===== config.mk =====
export PLATFORM = sky130hd
export DESIGN_NAME = pe_lut_job_sequencer
export DESIGN_NICKNAME = d
export VERILOG_FILES = /design/src/rtl/pe_lut_job_sequencer.sv
export SDC_FILE = /design/constraint.sdc
export NUM_CORES = 1
export LEC_CHECK = 0
export ABC_AREA = 1
export CAP_MARGIN = 20
export CELL_PAD_IN_SITES_DETAIL_PLACEMENT = 2
export CELL_PAD_IN_SITES_GLOBAL_PLACEMENT = 2
export CORE_ASPECT_RATIO = 2
export CORE_UTILIZATION = 31
export DETAILED_ROUTE_END_ITERATION = 10
export PLACE_DENSITY = 0.86
export SYNTH_ARGS = -nofsm -noshare
export SYNTH_HDL_FRONTEND = slang
export SYNTH_SLANG_ARGS = --single-unit

===== constraint.sdc =====
create_clock -name clk_i -period 2.4 [get_ports clk_i]
set_input_delay 0.36 -clock clk_i [delete_from_list [all_inputs] [get_ports clk_i]]
set_output_delay 0.36 -clock clk_i [all_outputs]
set_load 0.03 [all_outputs]

===== src/rtl/pe_lut_job_sequencer.sv =====
// Job sequencer for the PE-LUT wrapper: streams buffered CSR descriptors, writes the control
// register, polls ready bits until they match the enable mask or the poll budget runs out.
module pe_lut_job_sequencer #(
  parameter int unsigned RD_LATENCY = 2,    // must be >= 1
  parameter int unsigned POLL_GAP   = 4,
  parameter int unsigned MAX_POLLS  = 1024  // must be >= 1
) (
  input  logic        clk_i,
  input  logic        rstn_i,
  input  logic        cfg_we_i,
  input  logic [3:0]  cfg_idx_i,
  input  logic [34:0] cfg_data_i,
  input  logic        go_i,
  input  logic [15:0] en_mask_i,
  input  logic [1:0]  result_cfg_i,
  output logic        busy_o,
  output logic        done_o,
  output logic        timeout_o,
  output logic [15:0] ready_o,
  output logic        mem_req_o,
  output logic        mem_we_o,
  output logic [7:0]  mem_be_o,
  output logic [63:0] mem_addr_o,
  output logic [63:0] mem_wdata_o,
  input  logic [63:0] mem_rdata_i
);

  localparam int unsigned PollW = $clog2(MAX_POLLS + 1);
  localparam int unsigned WaitW = (RD_LATENCY > 1) ? $clog2(RD_LATENCY) : 1;
  localparam int unsigned GapW  = (POLL_GAP > 1) ? $clog2(POLL_GAP) : 1;

  localparam logic [PollW-1:0] PollMax  = PollW'(MAX_POLLS);
  localparam logic [WaitW-1:0] WaitLast = WaitW'(RD_LATENCY - 1);
  localparam logic [GapW-1:0]  GapLast  = (POLL_GAP == 0) ? '0 : GapW'(POLL_GAP - 1);

  localparam logic [63:0] CsrBase    = 64'h0000_0000_6000_0000;
  localparam logic [63:0] CtrlAddr   = 64'h0000_0000_600f_0000;
  localparam logic [63:0] DecodeMiss = 64'hCA11_AB1E_BADC_AB1E;

  typedef enum logic [2:0] {
    StIdle,
    StWrCsr,
    StWrCtrl,
    StPollReq,
    StPollWait,
    StPollGap,
    StClr,
    StDone
  } state_e;

  state_e            state_q, state_d;
  logic [3:0]        idx_q, idx_d;
  logic [WaitW-1:0]  wait_q, wait_d;
  logic [GapW-1:0]   gap_q, gap_d;
  logic [PollW-1:0]  poll_q, poll_d;
  logic [15:0]       mask_q, mask_d;
  logic [1:0]        rcfg_q, rcfg_d;
  logic              timeout_q, timeout_d;
  logic [15:0]       ready_q, ready_d;
  logic [34:0]       buf_q [16];

  logic              busy;
  logic              rd_miss;
  logic              rd_match;

  assign rd_miss  = (mem_rdata_i == DecodeMiss);
  assign rd_match = !rd_miss && ((mem_rdata_i[63:48] & mask_q) == mask_q);

  always_comb begin
    state_d     = state_q;
    idx_d       = idx_q;
    wait_d      = wait_q;
    gap_d       = gap_q;
    poll_d      = poll_q;
    mask_d      = mask_q;
    rcfg_d      = rcfg_q;
    timeout_d   = timeout_q;
    ready_d     = ready_q;
    busy        = 1'b1;
    done_o      = 1'b0;
    mem_req_o   = 1'b0;
    mem_we_o    = 1'b0;
    mem_addr_o  = '0;
    mem_wdata_o = '0;

    unique case (state_q)
      StIdle: begin
        busy = 1'b0;
        if (go_i) begin
          mask_d    = en_mask_i;
          rcfg_d    = result_cfg_i;
          timeout_d = 1'b0;
          ready_d   = '0;
          poll_d    = '0;
          idx_d     = '0;
          // An empty mask skips all traffic and reports completion immediately.
          state_d   = (en_mask_i == '0) ? StDone : StWrCsr;
        end
      end

      StWrCsr: begin
        if (mask_q[idx_q]) begin
          mem_req_o   = 1'b1;
          mem_we_o    = 1'b1;
          mem_addr_o  = {CsrBase[63:7], idx_q, 3'b000};
          mem_wdata_o = {29'b0, buf_q[idx_q]};
        end
        idx_d = idx_q + 4'd1;
        if (idx_q == 4'd15) begin
          state_d = StWrCtrl;
        end
      end

      StWrCtrl: begin
        mem_req_o   = 1'b1;
        mem_we_o    = 1'b1;
        mem_addr_o  = CtrlAddr;
        mem_wdata_o = {46'b0, rcfg_q, mask_q};
        state_d     = StPollReq;
      end

      StPollReq: begin
        mem_req_o  = 1'b1;
        mem_addr_o = CtrlAddr;
        if (poll_q != PollMax) begin
          poll_d = poll_q + PollW'(1);
        end
        wait_d  = '0;
        state_d = StPollWait;
      end

      StPollWait: begin
        if (wait_q == WaitLast) begin
          // A decode-miss word carries no status, so it leaves ready_o clear.
          ready_d = rd_miss ? 16'h0000 : mem_rdata_i[63:48];
          if (rd_match) begin
            state_d = StClr;
          end else if (poll_q == PollMax) begin
            timeout_d = 1'b1;
            state_d   = StClr;
          end else if (POLL_GAP == 0) begin
            state_d = StPollReq;
          end else begin
            gap_d   = '0;
            state_d = StPollGap;
          end
        end else begin
          wait_d = wait_q + WaitW'(1);
        end
      end

      StPollGap: begin
        if (gap_q == GapLast) begin
          state_d = StPollReq;
        end else begin
          gap_d = gap_q + GapW'(1);
        end
      end

      StClr: begin
        mem_req_o  = 1'b1;
        mem_we_o   = 1'b1;
        mem_addr_o = CtrlAddr;
        state_d    = StDone;
      end

      StDone: begin
        busy    = 1'b0;
        done_o  = 1'b1;
        state_d = StIdle;
      end

      default: begin
        busy    = 1'b0;
        state_d = StIdle;
      end
    endcase
  end

  always_ff @(posedge clk_i or negedge rstn_i) begin
    if (!rstn_i) begin
      state_q   <= StIdle;
      idx_q     <= '0;
      wait_q    <= '0;
      gap_q     <= '0;
      poll_q    <= '0;
      mask_q    <= '0;
      rcfg_q    <= '0;
      timeout_q <= 1'b0;
      ready_q   <= '0;
    end else begin
      state_q   <= state_d;
      idx_q     <= idx_d;
      wait_q    <= wait_d;
      gap_q     <= gap_d;
      poll_q    <= poll_d;
      mask_q    <= mask_d;
      rcfg_q    <= rcfg_d;
      timeout_q <= timeout_d;
      ready_q   <= ready_d;
    end
  end

  always_ff @(posedge clk_i or negedge rstn_i) begin
    if (!rstn_i) begin
      for (int i = 0; i < 16; i++) begin
        buf_q[i] <= '0;
      end
    end else if (cfg_we_i && !busy) begin
      buf_q[cfg_idx_i] <= cfg_data_i;
    end
  end

  assign busy_o    = busy;
  assign timeout_o = timeout_q;
  assign ready_o   = ready_q;
  assign mem_be_o  = mem_req_o ? 8'hFF : 8'h00;

endmodule


# Word-level counts from Yosys, hierarchy flattened
# Index checks and enable logic that the tools add are counted.
word_totals:
  out_inout_bits: 157
  reg_bits: 616
  word_cells: 126
  input_bits: 125
classes:
  add_sub_neg: 4
  n_mux: 47
  order_cmp: 4
  bitwise: 3
  eq_ne: 22
  n_reduce_logical: 21
ops:
  columns: ["op", "count"]
  rows:
  - ["$bwmux W560", 1]
  - ["$bmux W35 S4", 1]
  - ["$demux W35 S4", 1]
  - ["$mux W35", 4]
  - ["$pmux W35 S2", 1]
  - ["$eq A64 B64 Y1 const B", 1]
  - ["$pmux W31 S2", 1]
  - ["$mux W16", 3]
  - ["$pmux W16 S2", 1]
  - ["$mux W31", 1]
  - ["$pmux W3 S8", 1]
  - ["$mux W11", 2]
  - ["$pmux W11 S2", 1]
  - ["$ne A2 B2 Y1 const B", 9]
  - ["$and A16 B16 Y16", 1]
  - ["$eq A16 B16 Y1", 1]
  - ["$logic_not A16 Y1", 1]
  - ["$mux W3", 5]
  - ["$eq A3 B3 Y1 const B", 4]
  - ["$mux W2", 6]
  - ["$add A11 B1 Y11 const B", 1]
  - ["$eq A11 B11 Y1 const B", 1]
  - ["$ne A11 B11 Y1 const B", 1]
  - ["$ge A5 B5 Y1 const B", 2]
  - ["other kinds (27)", 50]

# Depth between registers and ports, before layout
# Gate-level depths: netlist of run 1.
logic_depth:
  depth_word: 6
  ltp_mapped: 13
  ltp_nobuf: 13

# Worst setup path before layout of run 1
# No wires, ideal clock.
synth_timing:
  kind: "flip-flop to output port"
  start: "register idx_q[1]"
  end: "output mem_addr_o[29]"
  path_stages_with_launch: 11
  arrival_time_ns: 2.346
  n_path_buf: 3
  t_required_ns: 2.040
  setup_slack_ns: -0.306
  cell_sequence: "dfrtp_1 > buf_2 > clkinv_1 > buf_2 > o211ai_1 > nand3_1 > nand3_1 > nand2_1 > inv_1 > o21ai_0 > buf_4"
synth_between:
  elab_chain_len: 4
synth_lines:
  columns: ["item", "line", "source"]
  rows:
  - ["start, declared", "52", "logic [3:0] idx_q, idx_d;"]
  - ["start signal, assigned", "193", "idx_q <= idx_d;"]
  - ["$bmux W1 S4", "102", "if (mask_q[idx_q]) begin"]
  - ["$mux W1 (implied by the code)", "102", null]
  - ["$mux W31", "102", null]
  - ["$pmux W31 S2", "86", "unique case (state_q)"]
  - ["end, declared", "23", "output logic [63:0] mem_addr_o,"]
# Every way passes these cells. The select of a mux whose other input is x is not followed.

# Worst setup path in the final report of run 1
layout_timing:
  start: "register idx_q[0]"
  end: "output mem_wdata_o[13]"
layout_between:
  elab_chain_len: 6
  elab_cells_between_ends: 8
  cone_classes: "mux: 7; bitwise: 1"
layout_lines:
  columns: ["item", "line", "source"]
  rows:
  - ["$not A4 Y5 (implied by the code)", "106", "mem_wdata_o = {29'b0, buf_q[idx_q]};"]
  - ["$bmux W35 S4", "106", null]
  - ["$mux W35 (implied by the code) (2 in a row)", "106", null]
  - ["$mux W35 (*)", "102", null]
  - ["$pmux W35 S2 (*)", "86", null]
  - ["end, declared", "24", "output logic [63:0] mem_wdata_o,"]
# Every way passes the cells marked *; elsewhere a longest branch is shown, timed or not. The select of a mux whose other input is x is not followed.

==> summary.txt, run 1 <==
Clock tree
  • Clock transition at the registers of the reported paths: 100 ps
  • Clock Path Buffers: 3
  • CTS tree: yes
  • Clock root buffer: clkbuf_16
  • Skew-Pair Late Insertion Delay: 730 ps
  • Num CTS Buffers: 55
  • Clock Sinks: 616
  • H-tree depth: 2

Yosys
  • Most common cell in the synthesized netlist: nand2_1
  • Asr flop ratio synth: 100%
  • Synth Instances: 3618
  • Synth warn: 0
  • Unique masters post-synth: 33
  • Area contributors post-synth: dfrtp_1, o21ai_0, nand2_1
  • Synth top cells by count: nand2_1, o21ai_0, dfrtp_1
  • Sequential share of the synthesized area: 53.2%
  • Syn Area/Cell: 8.01 µm²
  • Cell area after synthesis: 0.0290 mm²
  • EDFF count, synth: 0
  • Post-synth top area share: 53.2%
  • Largest area contributor in the netlist: dfrtp_1
  • #FFs+latches synth: 616
  • Synth Flop Type: dfrtp_1

Flow run
  • Max cap viols: 4

Drt
  • Final antenna-violating net count: 0
  • First-pass DRT Iterations: 6
  • DRT iter0 DRCs: 4127
  • Final WL: 218 mm
  • DRC: 0
  • WL/cell: 42.0 µm
  • Via count: 34700
  • Via density: 6.69

Global route
  • Antenna violations before repair: 34
  • First-pass GRT wire length: 252 mm
  • Number of global-route vias before repair: 36100
  • Congestion Overflow GR: 0
  • Largest net degree at the start of global routing: 75
  • Overall Global Routing Usage: 36.5%

STA
  • Slew HR: -18.4%
  • # setup viols final: 427
  • Highest clock rate: 232 MHz
  • RSZ-0062 raised after global routing: true
  • Final Hold Viols: 0
  • Period utilisation layout: 180%
  • Clock skew: 26.6 ps
  • Final worst slack: -1920 ps
  • Worst-margin pin slew: 1760 ps
  • Slew Limit Fails: 8
  • Tmin final: 4320 ps

Placement
  • GPL Wtd Cong: 0.828
  • Port Buffers: 198
  • Dpl ws: -202 ps
  • Detail Placement HPWL: 84.1 mm
  • DP Area: 0.0334 mm²

Floorplanning
  • Core outline area: 0.0927 mm²
  • Die Span Y: 435 µm
  • Die area: 0.0948 mm²
  • IO Pins: 282
  • Starting Density: 31.3%
  • DIE WIDTH: 218 µm
  • FP Rows: 158

Worst setup path
  • R2R Setup Slk: -1140 ps
  • CP peak stage delay: 1290 ps
  • CP Max Fanout: 10
  • Critical R2R Capture: buf_q[352]
  • Crit-path most repeated cell: buf_12
  • Crit end category: primary output
  • Buffers and inverters on the worst path: 5
  • Worst r2r src: state_q[0]
  • CP Data Arrival Time: 3960 ps
  • Startpoint Class: register
  • Slowest CP cell: o21ai_0
  • Worst path top cell family by delay: compound AO/OA/AOI/OAI gates
  • Worst endpoint required time: 2040 ps
  • R2R depth: 11
  • Critical-path cell list: inv_12 -> buf_12 -> buf_12 -> buf_4 -> o21ai_0 -> o211ai_1 -> o2111ai_1 -> o21ai_2 -> nand2_4 -> nand2_2 -> buf_6
  • Critical path class: reg -> out

Power
  • Overall power: 61.0 mW
  • Switch share: 50.2%
  • Reg power frac: 31.2%
  • Switch Pwr: 30.7 mW
  • Comb pwr share: 51.4%
  • VDD IR max: 0.000793 V
  • Leak pwr: 17.9 nW
  • Int Pwr: 30.4 mW
  • PD cells: 1570 mW/mm²
  • Clock power share: 17.5%

Status
  • Status: finished, violations left
  • Failing checks: capacitance limit, slew limit, setup timing

Layout
  • Nets: 4062
  • Fill cells: 9696
  • Fin util: 42.0%
  • Finished Cell Area: 0.0390 mm²
  • P&R area growth vs syn: 34.4%
  • Register area: 0.0154 mm²
  • Area of the multi-input gates: 0.0127 mm²
  • Share of layout cells above drive strength 1: 19.1%

Worst hold path
  • Type of the worst min-delay path: in -> async
-- cell type report --
class                           count  share of cell area [%]
Tap cell                         1200                    3.85
Timing Repair Buffer              541                    17.1
Clock inverter                     20                   0.780
Multi-Input combinational cell   2521                    32.5
Inverter                          198                    2.01
Antenna cell                       13                  0.0835
Sequential cell                   616                    39.6
Clock buffer                       81                    4.07
-- state kept, by name, indices dropped and copies added, names as in the netlist --
name and count:
buf_q 560, mask_q 16, ready_o 16, poll_q 11, idx_q 4, state_q 3
gap_q 2, rcfg_q 2, timeout_o 1, wait_q 1
-- kinds of logic after synthesis --
group           Yosys count  share of synthesized area (%)
compound gates         1020                           18.5
xor+xnor                  8                          0.242
fa+ha+maj                 4                          0.173
buf+inv                 564                           8.68
flops                   616                           53.2
other cells               1                         0.0129
simple gates           1405                           19.2
-- routing by layer --
metal / GRT usage [%] / wire length (µm)
met1: 36.1 / 66700
met2: 62.1 / 96600
met5: 0 / 107
met4: 34.2 / 26800
met3: 8.81 / 27600
-- repair_timing --
action / 4_1_cts / 5_1_grt
cloned: 18 / 17
setup buffers: 21 / 88
pin swaps: 53 / 114
gates resized for setup: 264 / 392
endpoints found under the setup margin: 57 / 280
hold buffers: 1 / 0
endpoints found under the hold margin: 37 / 0
-- power groups by stage --
stage               Combinational [mW]  Clock [mW]  Sequential, mW
finish                            31.4        10.7            19.0
floorplan                         10.4           0            16.5
detailed placement                18.6           0            17.3
CTS                               22.6        9.89            17.5
global placement                  17.4           0            16.9
global route                      31.5        10.7            19.0
-- worst reg2reg max path, cell delays in order (launching register included) --
cell and delay (ps):
dfrtp_1 400, buf_4 160, nand2_1 140, nor2_2 180
nor2_2 90, inv_2 120, nand2_8 130, clkinvlp_4 160
nand4_1 140, buf_4 180, clkbuf_16 220, o21ai_0 1360
-- worst max-delay path by stage --
stage          startpoint         endpoint  slack, ps  cells past startpoint
6_report         idx_q[0]  mem_wdata_o[13]      -1920                     11
5_1_grt          idx_q[0]  mem_wdata_o[13]      -1740                     11
4_1_cts          idx_q[0]    mem_addr_o[4]       -780                     12
3_5_place_dp     idx_q[0]  mem_wdata_o[18]       -200                     10
3_3_place_gp     idx_q[0]  mem_wdata_o[18]       -170                     10
2_1_floorplan    idx_q[1]   mem_addr_o[29]        150                     10
-- metrics by stage --
step	TNS, ps	instances	hold WS, ps
4_1_cts	-36240	5081	268
3_5_place_dp	-3900	4941	332
3_3_place_gp	-1410	4941	334
2_1_floorplan	0	3700	64.4
5_1_grt	-106410	5178	227
6_report	-107720	5190	189
-- cells in the final DEF, fill, tap and decap left out, drive strengths merged, types with 83 or more instances in the layout --
master / n
nand3: 128
o21ai: 852
buf: 374
inv: 196
nand2: 937
clkdlybuf4s50: 140
clkbuf: 96
dfrtp: 616
conb: 83
nor2: 301
(Power assumes the default switching activity.)
==> inputs of run 2 (changes only) <==
--- a/config.mk
+++ b/config.mk
@@ -6,10 +6,12 @@
 export NUM_CORES = 1
 export LEC_CHECK = 0
 export ABC_AREA = 1
+export ABC_CLOCK_PERIOD_IN_PS = 2400
 export CAP_MARGIN = 20
 export CELL_PAD_IN_SITES_DETAIL_PLACEMENT = 2
 export CELL_PAD_IN_SITES_GLOBAL_PLACEMENT = 2
 export CORE_ASPECT_RATIO = 2
+export CORE_MARGIN = 4
 export CORE_UTILIZATION = 31
 export DETAILED_ROUTE_END_ITERATION = 10
 export PLACE_DENSITY = 0.86
==> summary.txt, run 2 (synthesis results as in run 1) <==
Drt
  • WL/cell: 36.6 µm
  • Final antenna-violating net count: 0
  • Met2 WL post-DR: 87.9 mm
  • Via density: 6.31
  • WL met3: 16.8 mm
  • DRC: 0
  • Via count: 32400
  • DR top layer: met5
  • First-pass DRT Iterations: 8
  • DRT iter0 DRCs: 3582
  • Final WL: 188 mm
  • Metal-1 WL: 59.0 mm

Placement
  • DP Cell Count: 4929
  • Dpl ws: -429 ps
  • Detail Placement HPWL: 84.1 mm
  • Port Buffers: 198
  • GPL Wtd Cong: 0.815
  • DP Area: 0.0333 mm²

STA
  • Setup_tns: -58660 ps
  • Clock skew: 40.3 ps
  • Tmin final: 3570 ps
  • Period utilisation layout: 149%
  • Hold Slack: 165 ps
  • Worst-margin pin slew: 1000 ps
  • Highest clock rate: 280 MHz
  • Final Hold Viols: 0
  • RSZ-0062 raised after global routing: true
  • # setup viols final: 256
  • Final worst slack: -1170 ps
  • Slew Limit Fails: 0
  • Slew HR: 32.4%

Power
  • VDD IR max: 0.000880 V
  • PD cells: 1480 mW/mm²
  • Leak pwr: 17.6 nW
  • Overall power: 56.4 mW

Status
  • Failing checks: setup timing
  • Status: finished, violations left

Global route
  • First-pass GRT wire length: 237 mm
  • Number of global-route vias before repair: 35300
  • Congestion Overflow GR: 0
  • Largest net degree at the start of global routing: 78
  • Antenna violations before repair: 10
  • Overall Global Routing Usage: 31.7%

Layout
  • P&R area growth vs syn: 31.5%
  • Post-Layout Cell Count: 5130
  • Leading cell types in the layout, fill and taps excluded: nand2_1, o21ai_0, dfrtp_1
  • Commonest non-fill, non-tap cell in the layout: nand2_1
  • Share of layout cells above drive strength 1: 16.8%
  • Max reg flops: 560
  • Largest Register: buf_q
  • Finished Cell Area: 0.0381 mm²
  • Fin util: 41.1%
  • Fill cells: 9870
  • Nets: 4005

Floorplanning
  • Starting Density: 31.3%
  • IO Pins: 282
  • Die Span Y: 441 µm
  • FP Rows: 158
  • Die area: 0.0988 mm²
  • DIE WIDTH: 224 µm
  • Core outline area: 0.0927 mm²

Worst setup path
  • Critical path class: reg -> out
  • Worst Setup SP: idx_q[0]
  • Startpoint Class: register
  • R2R Setup Slk: -670 ps
  • CP Data Arrival Time: 3210 ps
  • Worst r2r src: state_q[1]
  • Crit end category: primary output
  • Worst endpoint required time: 2040 ps
  • CP Max Fanout: 21

Clock tree
  • Clock Sinks: 616
  • H-tree depth: 2
  • Clock Path Buffers: 3
  • CTS tree: yes
  • Clock transition at the registers of the reported paths: 90 ps
  • Skew-Pair Late Insertion Delay: 710 ps
  • Num CTS Buffers: 58
  • Clock root buffer: clkbuf_16

Flow run
  • Max cap viols: 0

Worst hold path
  • Type of the worst min-delay path: in -> async
[run 2: changes by cell type in the layout (fill, tap and decap cells not counted), moves of 12 or more]
| cell | before | now |
|---|---|---|
| buf_12 | 85 | 73 |
| nor2_1 | 251 | 274 |
| o21ai_1 | 134 | 113 |
| o21ai_2 | 52 | 30 |
| o21ai_0 | 659 | 701 |
| buf_6 | 86 | 74 |
| nand2_2 | 43 | 31 |
| nor2_2 | 33 | 19 |
| buf_4 | 167 | 144 |
[run 2: worst paths after layout]
path / endpoint / cells after the start
worst max register to register: buf_q[143] / 12
max in group asynchronous: buf_q[284] / 3
min in group clk_i: rcfg_q[1] / 3
worst min-delay path: buf_q[480] / 2
worst min register to register: buf_q[487] / 2
worst max-delay path: mem_wdata_o[28] / 10
[run 2: area by class of cell]
cell class / count / area (µm²) / area share [%]
sequential: 616 / 15400 / 40.4
multi-input combinational: 2521 / 12500 / 32.7
clock buffer: 86 / 1700 / 4.45
timing repair buffer: 481 / 5860 / 15.4
inverter: 198 / 786 / 2.06
tap: 1200 / 1500 / 3.94
clock inverter: 21 / 360 / 0.945
antenna: 7 / 17.5 / 0.0459
[run 2: what timing repair did]
| item | 4_1_cts | 5_1_grt |
|---|---|---|
| pin swaps | 54 | 62 |
| gates cloned | 15 | 15 |
| hold buffers | 1 | 0 |
| endpoints found under the setup margin | 85 | 508 |
| hold endpoints to repair | 71 | 0 |
| gates resized for setup | 328 | 209 |
| setup buffers | 34 | 32 |
[run 2: critical path, cell delays in order, from the launching register on]
cell	delay [ps]
dfrtp_4	580
buf_8	190
buf_6	160
buf_12	170
o21ai_0	190
nor2_1	100
o31ai_2	630
o21ai_2	220
nand2_4	110
inv_2	40
buf_6	130
[run 2: where the power goes]
group          internal [mW]  leakage (nW)  switching [mW]
logic                   9.30          8.30            17.9
clock network           5.80          1.01            5.04
registers               14.5          8.26            3.92
[run 2: metal layers]
layer  global-route usage, %  vias up
li1                        -    12200
met1                    31.8    16100
met2                    56.7     2705
met3                    5.48     1344
met4                    26.5        2
met5                       0        -
